--- src/rtl/qpmm_poly2int.sv ---
// qpmm_poly2int: folds a redundant 18-coefficient QPMM result into a canonical K*N-bit integer (one conditional MOD subtract).
// Latency: fixed; out_valid rises after the 36th rising edge following input acceptance.
// Backpressure: one operation in flight; in_ready stays low until the result handshake, result held while out_ready is low.
module qpmm_poly2int #(
  parameter int K = 16,
  parameter int N = 17,
  parameter int M = 17,
  parameter logic [K*N-1:0] MOD = {16'h0, 256'h2523648240000001ba344d80000000086121000000000013a700000000000013}
) (
  input  logic               clk,
  input  logic               rst,
  input  logic               in_valid,
  output logic               in_ready,
  input  logic [M:0][47:0]   in_S,
  output logic               out_valid,
  input  logic               out_ready,
  output logic [K*N-1:0]     out_Z,
  output logic               out_ovf
);

  localparam int CW = $clog2(((M > N) ? M : N) + 1);
  // 48-bit coefficient plus running carry; the carry never exceeds AW-K bits
  localparam int AW = 49;
  localparam int BW = AW - K;
  localparam logic [N-1:0][K-1:0] MOD_L = MOD;

  typedef enum logic [1:0] {IDLE, PROP, SUB, DONE} state_t;

  state_t                state_q, state_d;
  logic [CW-1:0]         cnt_q, cnt_d;
  logic [BW-1:0]         carry_q, carry_d;
  logic                  borrow_q, borrow_d;
  logic                  ovf_q, ovf_d;
  logic [M:0][47:0]      s_q, s_d;
  logic [N-1:0][K-1:0]   limb_q, limb_d;
  logic [N-1:0][K-1:0]   diff_q, diff_d;
  logic                  in_ready_q, in_ready_d;
  logic                  out_valid_q, out_valid_d;
  logic                  out_ovf_q, out_ovf_d;
  logic [K*N-1:0]        out_z_q, out_z_d;
  logic [AW-1:0]         acc;
  logic [K:0]            sub;

  // next-state: carry propagation one coefficient per cycle, then limb-serial subtract of MOD
  always_comb begin
    state_d     = state_q;
    cnt_d       = cnt_q;
    carry_d     = carry_q;
    borrow_d    = borrow_q;
    ovf_d       = ovf_q;
    s_d         = s_q;
    limb_d      = limb_q;
    diff_d      = diff_q;
    in_ready_d  = in_ready_q;
    out_valid_d = out_valid_q;
    out_ovf_d   = out_ovf_q;
    out_z_d     = out_z_q;
    acc = AW'(s_q[cnt_q]) + AW'(carry_q);
    sub = {1'b0, limb_q[cnt_q]} - {1'b0, MOD_L[cnt_q]} - {{K{1'b0}}, borrow_q};

    case (state_q)
      IDLE: begin
        if (in_valid) begin
          s_d        = in_S;
          cnt_d      = '0;
          carry_d    = '0;
          ovf_d      = 1'b0;
          in_ready_d = 1'b0;
          state_d    = PROP;
        end
      end
      PROP: begin
        // limbs at or above N do not fit in the output: any content there is overflow
        if (cnt_q < CW'(N)) begin
          limb_d[cnt_q] = acc[K-1:0];
        end else if (acc[K-1:0] != '0) begin
          ovf_d = 1'b1;
        end
        carry_d = acc[AW-1:K];
        if (cnt_q == CW'(M)) begin
          if (acc[AW-1:K] != '0) begin
            ovf_d = 1'b1;
          end
          cnt_d    = '0;
          borrow_d = 1'b0;
          state_d  = SUB;
        end else begin
          cnt_d = cnt_q + CW'(1);
        end
      end
      SUB: begin
        diff_d[cnt_q] = sub[K-1:0];
        borrow_d      = sub[K];
        if (cnt_q == CW'(N-1)) begin
          cnt_d   = '0;
          state_d = DONE;
        end else begin
          cnt_d = cnt_q + CW'(1);
        end
      end
      DONE: begin
        // first DONE cycle registers the selected result; afterwards hold until handshake
        if (!out_valid_q) begin
          out_valid_d = 1'b1;
          out_z_d     = borrow_q ? limb_q : diff_q;
          out_ovf_d   = ovf_q;
        end else if (out_ready) begin
          out_valid_d = 1'b0;
          in_ready_d  = 1'b1;
          state_d     = IDLE;
        end
      end
      default: state_d = IDLE;
    endcase
  end

  // state and registered outputs, synchronous reset
  always_ff @(posedge clk) begin
    if (rst) begin
      state_q     <= IDLE;
      cnt_q       <= '0;
      carry_q     <= '0;
      borrow_q    <= 1'b0;
      ovf_q       <= 1'b0;
      s_q         <= '0;
      limb_q      <= '0;
      diff_q      <= '0;
      in_ready_q  <= 1'b1;
      out_valid_q <= 1'b0;
      out_ovf_q   <= 1'b0;
      out_z_q     <= '0;
    end else begin
      state_q     <= state_d;
      cnt_q       <= cnt_d;
      carry_q     <= carry_d;
      borrow_q    <= borrow_d;
      ovf_q       <= ovf_d;
      s_q         <= s_d;
      limb_q      <= limb_d;
      diff_q      <= diff_d;
      in_ready_q  <= in_ready_d;
      out_valid_q <= out_valid_d;
      out_ovf_q   <= out_ovf_d;
      out_z_q     <= out_z_d;
    end
  end

  assign in_ready  = in_ready_q;
  assign out_valid = out_valid_q;
  assign out_Z     = out_z_q;
  assign out_ovf   = out_ovf_q;

endmodule
--- config.mk ---
export PLATFORM = sky130hd
export DESIGN_NAME = qpmm_poly2int
export DESIGN_NICKNAME = d
export VERILOG_FILES = /design/src/rtl/qpmm_poly2int.sv
export SDC_FILE = /design/constraint.sdc
export NUM_CORES = 2
export LEC_CHECK = 0
export CAP_MARGIN = 20
export CORE_AREA = 8 8 440 442
export CTS_CLUSTER_DIAMETER = 80
export DETAILED_ROUTE_END_ITERATION = 8
export DIE_AREA = 0 0 448 450
export GPL_TIMING_DRIVEN = 0
export HOLD_SLACK_MARGIN = 0.15
export PLACE_DENSITY = 0.68
export RECOVER_POWER = 100
export SLEW_MARGIN = 0
export SYNTH_ARGS = -nofsm -noshare
export SYNTH_HDL_FRONTEND = slang
export SYNTH_SLANG_ARGS = --single-unit
--- constraint.sdc ---
create_clock -name clk -period 7.18 [get_ports clk]
set_input_delay 0.718 -clock clk [delete_from_list [all_inputs] [get_ports clk]]
set_output_delay 0.718 -clock clk [all_outputs]
set_load 0.05 [all_outputs]
==> run metrics <==
Chip Height=450 um; Sequential Power Share=34.8%; hold violation count in the final report=0; I/O pin total=1143; FILL cells=17860; Synth top area share=46.96%; highest clock rate=0.1378 GHz; Sw Pwr=13.19 mW; vias=74470; initial antenna violation count=59; fin nets=11060; remaining antenna violation count after routing=0; most used flip-flop cell after synthesis=sky130_fd_sc_hd__dfxtp_1; detailed-placement wirelength estimate=324.4 mm; clock buffers created by TritonCTS=186; Synth Instances=8741; Max clock buf depth=3; reg-to-reg setup timing slack=-80 ps; number of remaining DRC errors=0; Gate power share=34.8%; cts hold-fix bufs=0; reg2reg path depth=23; Clock power frac=30.4%; Detailed Route WL=397.2 mm; path class of the lowest-slack min-delay path=in2reg; post-layout instance area=96590 um^2; origin of the worst setup path=cnt_q[1]; synthesized area per cell=8.477 um^2; GRT Resource Usage Total=37.33%; Crit Reg-Reg Endpoint=ovf_q; slew of the pin with the lowest slew margin=1916 ps; unrepaired setup endpoints after global routing=true; number of cell rows=159; CTS tree=done; count of yosys warnings during synthesis=0; type of origin of the critical path=register; number of flops mapped to enable cells by yosys=0; endpoint kind of the worst setup timing path=register; library cell with the largest summed area after synthesis=sky130_fd_sc_hd__dfxtp_1; critical-path cell with the highest stage delay=sky130_fd_sc_hd__or4_1; cell area after synthesis=74100 um^2; final core area utilization=51.76%; static leakage power=33.73 nW; # setup viols final=1; final slew viol count=22; worst setup path end=ovf_q; net count after synthesis=9682; starting DRC count in detailed routing=8469; portion of the post-synthesis area used by sequential elements=46.96%; launch point of the worst reg-to-reg path=cnt_q[1]; average detailed-routed wire length per instance=31.04 um; layout cells sized above 1=7.560%; Congestion Overflow GR=0; area of the placeable core=186600 um^2; worst voltage drop across the vdd grid=0.2101 mV; net switching fraction of the power=39.51%; power density over the cells=345.5 nW/um^2; violated checks=max-capacitance violations, max-slew violations, negative setup slack; cell-by-cell listing of the critical path=buf_6 > buf_4 > buf_16 > buf_12 > buf_16 > buf_8 > buf_6 > mux4_2 > mux2_2 > a22oi_2 > o221ai_1 > ha_2 > and3_1 > a221oi_4 > buf_4 > o32a_1 > a31oi_2 > o21ai_2 > nor3_1 > xnor2_1 > or4_1 > nor4_2 > a41oi_2; number of levels the H-tree was split into=4; Multi-input gate area=36670 um^2; max capacitance violation total=3; P_int=20.19 mW; Critical Path AT=7930 ps; number of global-route vias before repair=71760; routed vias/inst=5.819; storage element area=34800 um^2; die boundary width=448 um; maximum number of pins on one net before global-route repair=20; Async SR Flop Fraction=0%; Port-buffer cells=1141; Initial Util=39.71%; shortest clock period the worst path allows after layout=7259 ps; required time of the critical path=7850 ps; Max Clock Skew=42.78 ps; detailed-routing iteration count for the pre-antenna-repair pass=8; flip-flop and latch count after synthesis=1738; Synth top cells by count=sky130_fd_sc_hd__nand2_1 (2324), sky130_fd_sc_hd__dfxtp_1 (1738), sky130_fd_sc_hd__a21oi_1 (1315); last weighted congestion value of the routability-driven placer=1.048; cell chosen for the clock root=sky130_fd_sc_hd__clkbuf_16; Worst path max stage delay=580 ps; clock latency on the worst-skew pair=880 ps; top cells by area in the synthesized netlist=sky130_fd_sc_hd__dfxtp_1 (47%), sky130_fd_sc_hd__nand2_1 (12%), sky130_fd_sc_hd__a21oi_1 (8.9%); area grow syn2layout=30.35%; Worst-path clk slew=70 ps; WS Path Type=reg2reg; Max-Slew Margin vs Limit=-27.72%; period utilisation layout=101.1%; library cell with the highest instance count after synthesis=sky130_fd_sc_hd__nand2_1; maximum fanout encountered on the critical timing path=19; Total Die Area=201600 um^2; final worst setup slack=-79.46 ps; outcome=finished, violations left; Num Clock Sinks=1738; distinct cell type count of the synthesized netlist=82; first-pass GRT wire length=540.4 mm; total cell area at the placement stage=89480 um^2; final setup TNS=-79.46 ps
[worst min path at each step]
stage / from / cells after the start / end
2_1_floorplan: s_q[379] / 2 / s_q[379]
3_3_place_gp: s_q[480] / 2 / s_q[480]
3_5_place_dp: s_q[64] / 2 / s_q[64]
4_1_cts: in_S[825] / 3 / s_q[825]
5_1_grt: in_S[218] / 3 / s_q[218]
6_report: in_S[825] / 3 / s_q[825]
[metrics by stage]
stage / hold WS, ps / setup WS, ps / instances / power (mW)
floorplan: 432.9 / 394.0 / 8741 / 17.51
global placement: 439.8 / -5191 / 12380 / 22.50
detailed placement: 444.1 / -4163 / 12420 / 23.05
CTS: 367.7 / 16.92 / 12760 / 33.12
global route: 401.3 / -101.9 / 12790 / 34.21
finish: 404.0 / -79.46 / 12800 / 33.37
[final cells by class]
| type | count | share of cell area [%] |
|---|---|---|
| antenna | 38 | 0.09845 |
| timing repair buffer | 1199 | 12.59 |
| clock buffer | 270 | 5.675 |
| buffer | 727 | 3.250 |
| inverter | 52 | 0.2021 |
| tap | 2495 | 3.232 |
| multi-input combinational | 6214 | 37.97 |
| sequential | 1738 | 36.03 |
| clock inverter | 65 | 0.9521 |
[cell families (layout without fill, tap and decap cells)]
| group | count (synthesis) | count (layout) | synth area share [%] |
|---|---|---|---|
| buffers and inverters | 789 | 2313 | 4.144 |
| DFF | 1738 | 1738 | 46.96 |
| adders and majority gates | 73 | 73 | 1.263 |
| muxes | 667 | 667 | 12.88 |
| AOI/OAI and AO/OA | 2056 | 2056 | 16.25 |
| other | 0 | 38 | 0 |
| xor gates and xnor gates | 52 | 52 | 0.6146 |
| and+or+nand+nor | 3366 | 3366 | 17.90 |
[repair_timing]
| item | CTS | global route |
|---|---|---|
| resized for setup | 162 | 26 |
| endpoints found under the setup margin | 579 | 74 |
| pin swaps | 12 | 1 |
| buffers inserted | 7 | 3 |
[worst max-delay path, delay by kind of cell (launching register included)]
| family | cells | cell delay, ps |
|---|---|---|
| AO/OA/AOI/OAI | 7 | 2020 |
| adder cells (fa/ha/maj) | 1 | 540 |
| multiplexers | 2 | 700 |
| AND/OR/NAND/NOR | 4 | 1370 |
| XOR/XNOR | 1 | 190 |
| flip-flops | 1 | 440 |
| buffers and inverters | 8 | 1730 |
[power by group through the flow]
stage	logic (mW)	clock network, mW	registers [mW]
5_1_grt	12.0	10.5	11.7
6_report	11.6	10.1	11.6
4_1_cts	11.4	10.1	11.6
2_1_floorplan	5.13	0	12.4
3_3_place_gp	10.7	0	11.8
3_5_place_dp	11.2	0	11.8
[cell usage in the layout (no fill, tap or decap), drive strengths merged, types with 17 or more instances in the layout]
master,n
a22o,19
o21ai,117
a211oi,364
mux2,40
xor2,19
mux4,225
diode,38
inv,60
nand2,2324
clkinv,36
mux2i,402
clkdlybuf4s50,866
nor4,24
and3,22
nor2,741
ha,70
a21oi,1315
nor3,23
a311o,17
dlygate4sd3,275
buf,138
a21o,17
a22oi,76
clkbuf,912
nand3,144
xnor2,33
o221ai,35
dfxtp,1738
[per-layer routing]
layer | track usage (%) | routed length [um]
met4 | 29.96 | 39270
met1 | 42.20 | 141100
met2 | 60.92 | 183400
met5 | 0 | 132
met3 | 7.747 | 33370
[state kept, by name, summed over array words and instances (netlist names), named ones only]
signal / flops
limb_q: 272
in_ready: 1
cnt_q: 5
state_q: 2
s_q: 864
out_Z: 272
ovf_q: 1
out_valid: 1
diff_q: 272
carry_q: 33
out_ovf: 1
borrow_q: 1
Note: power is estimated with default switching activity, not from simulation.
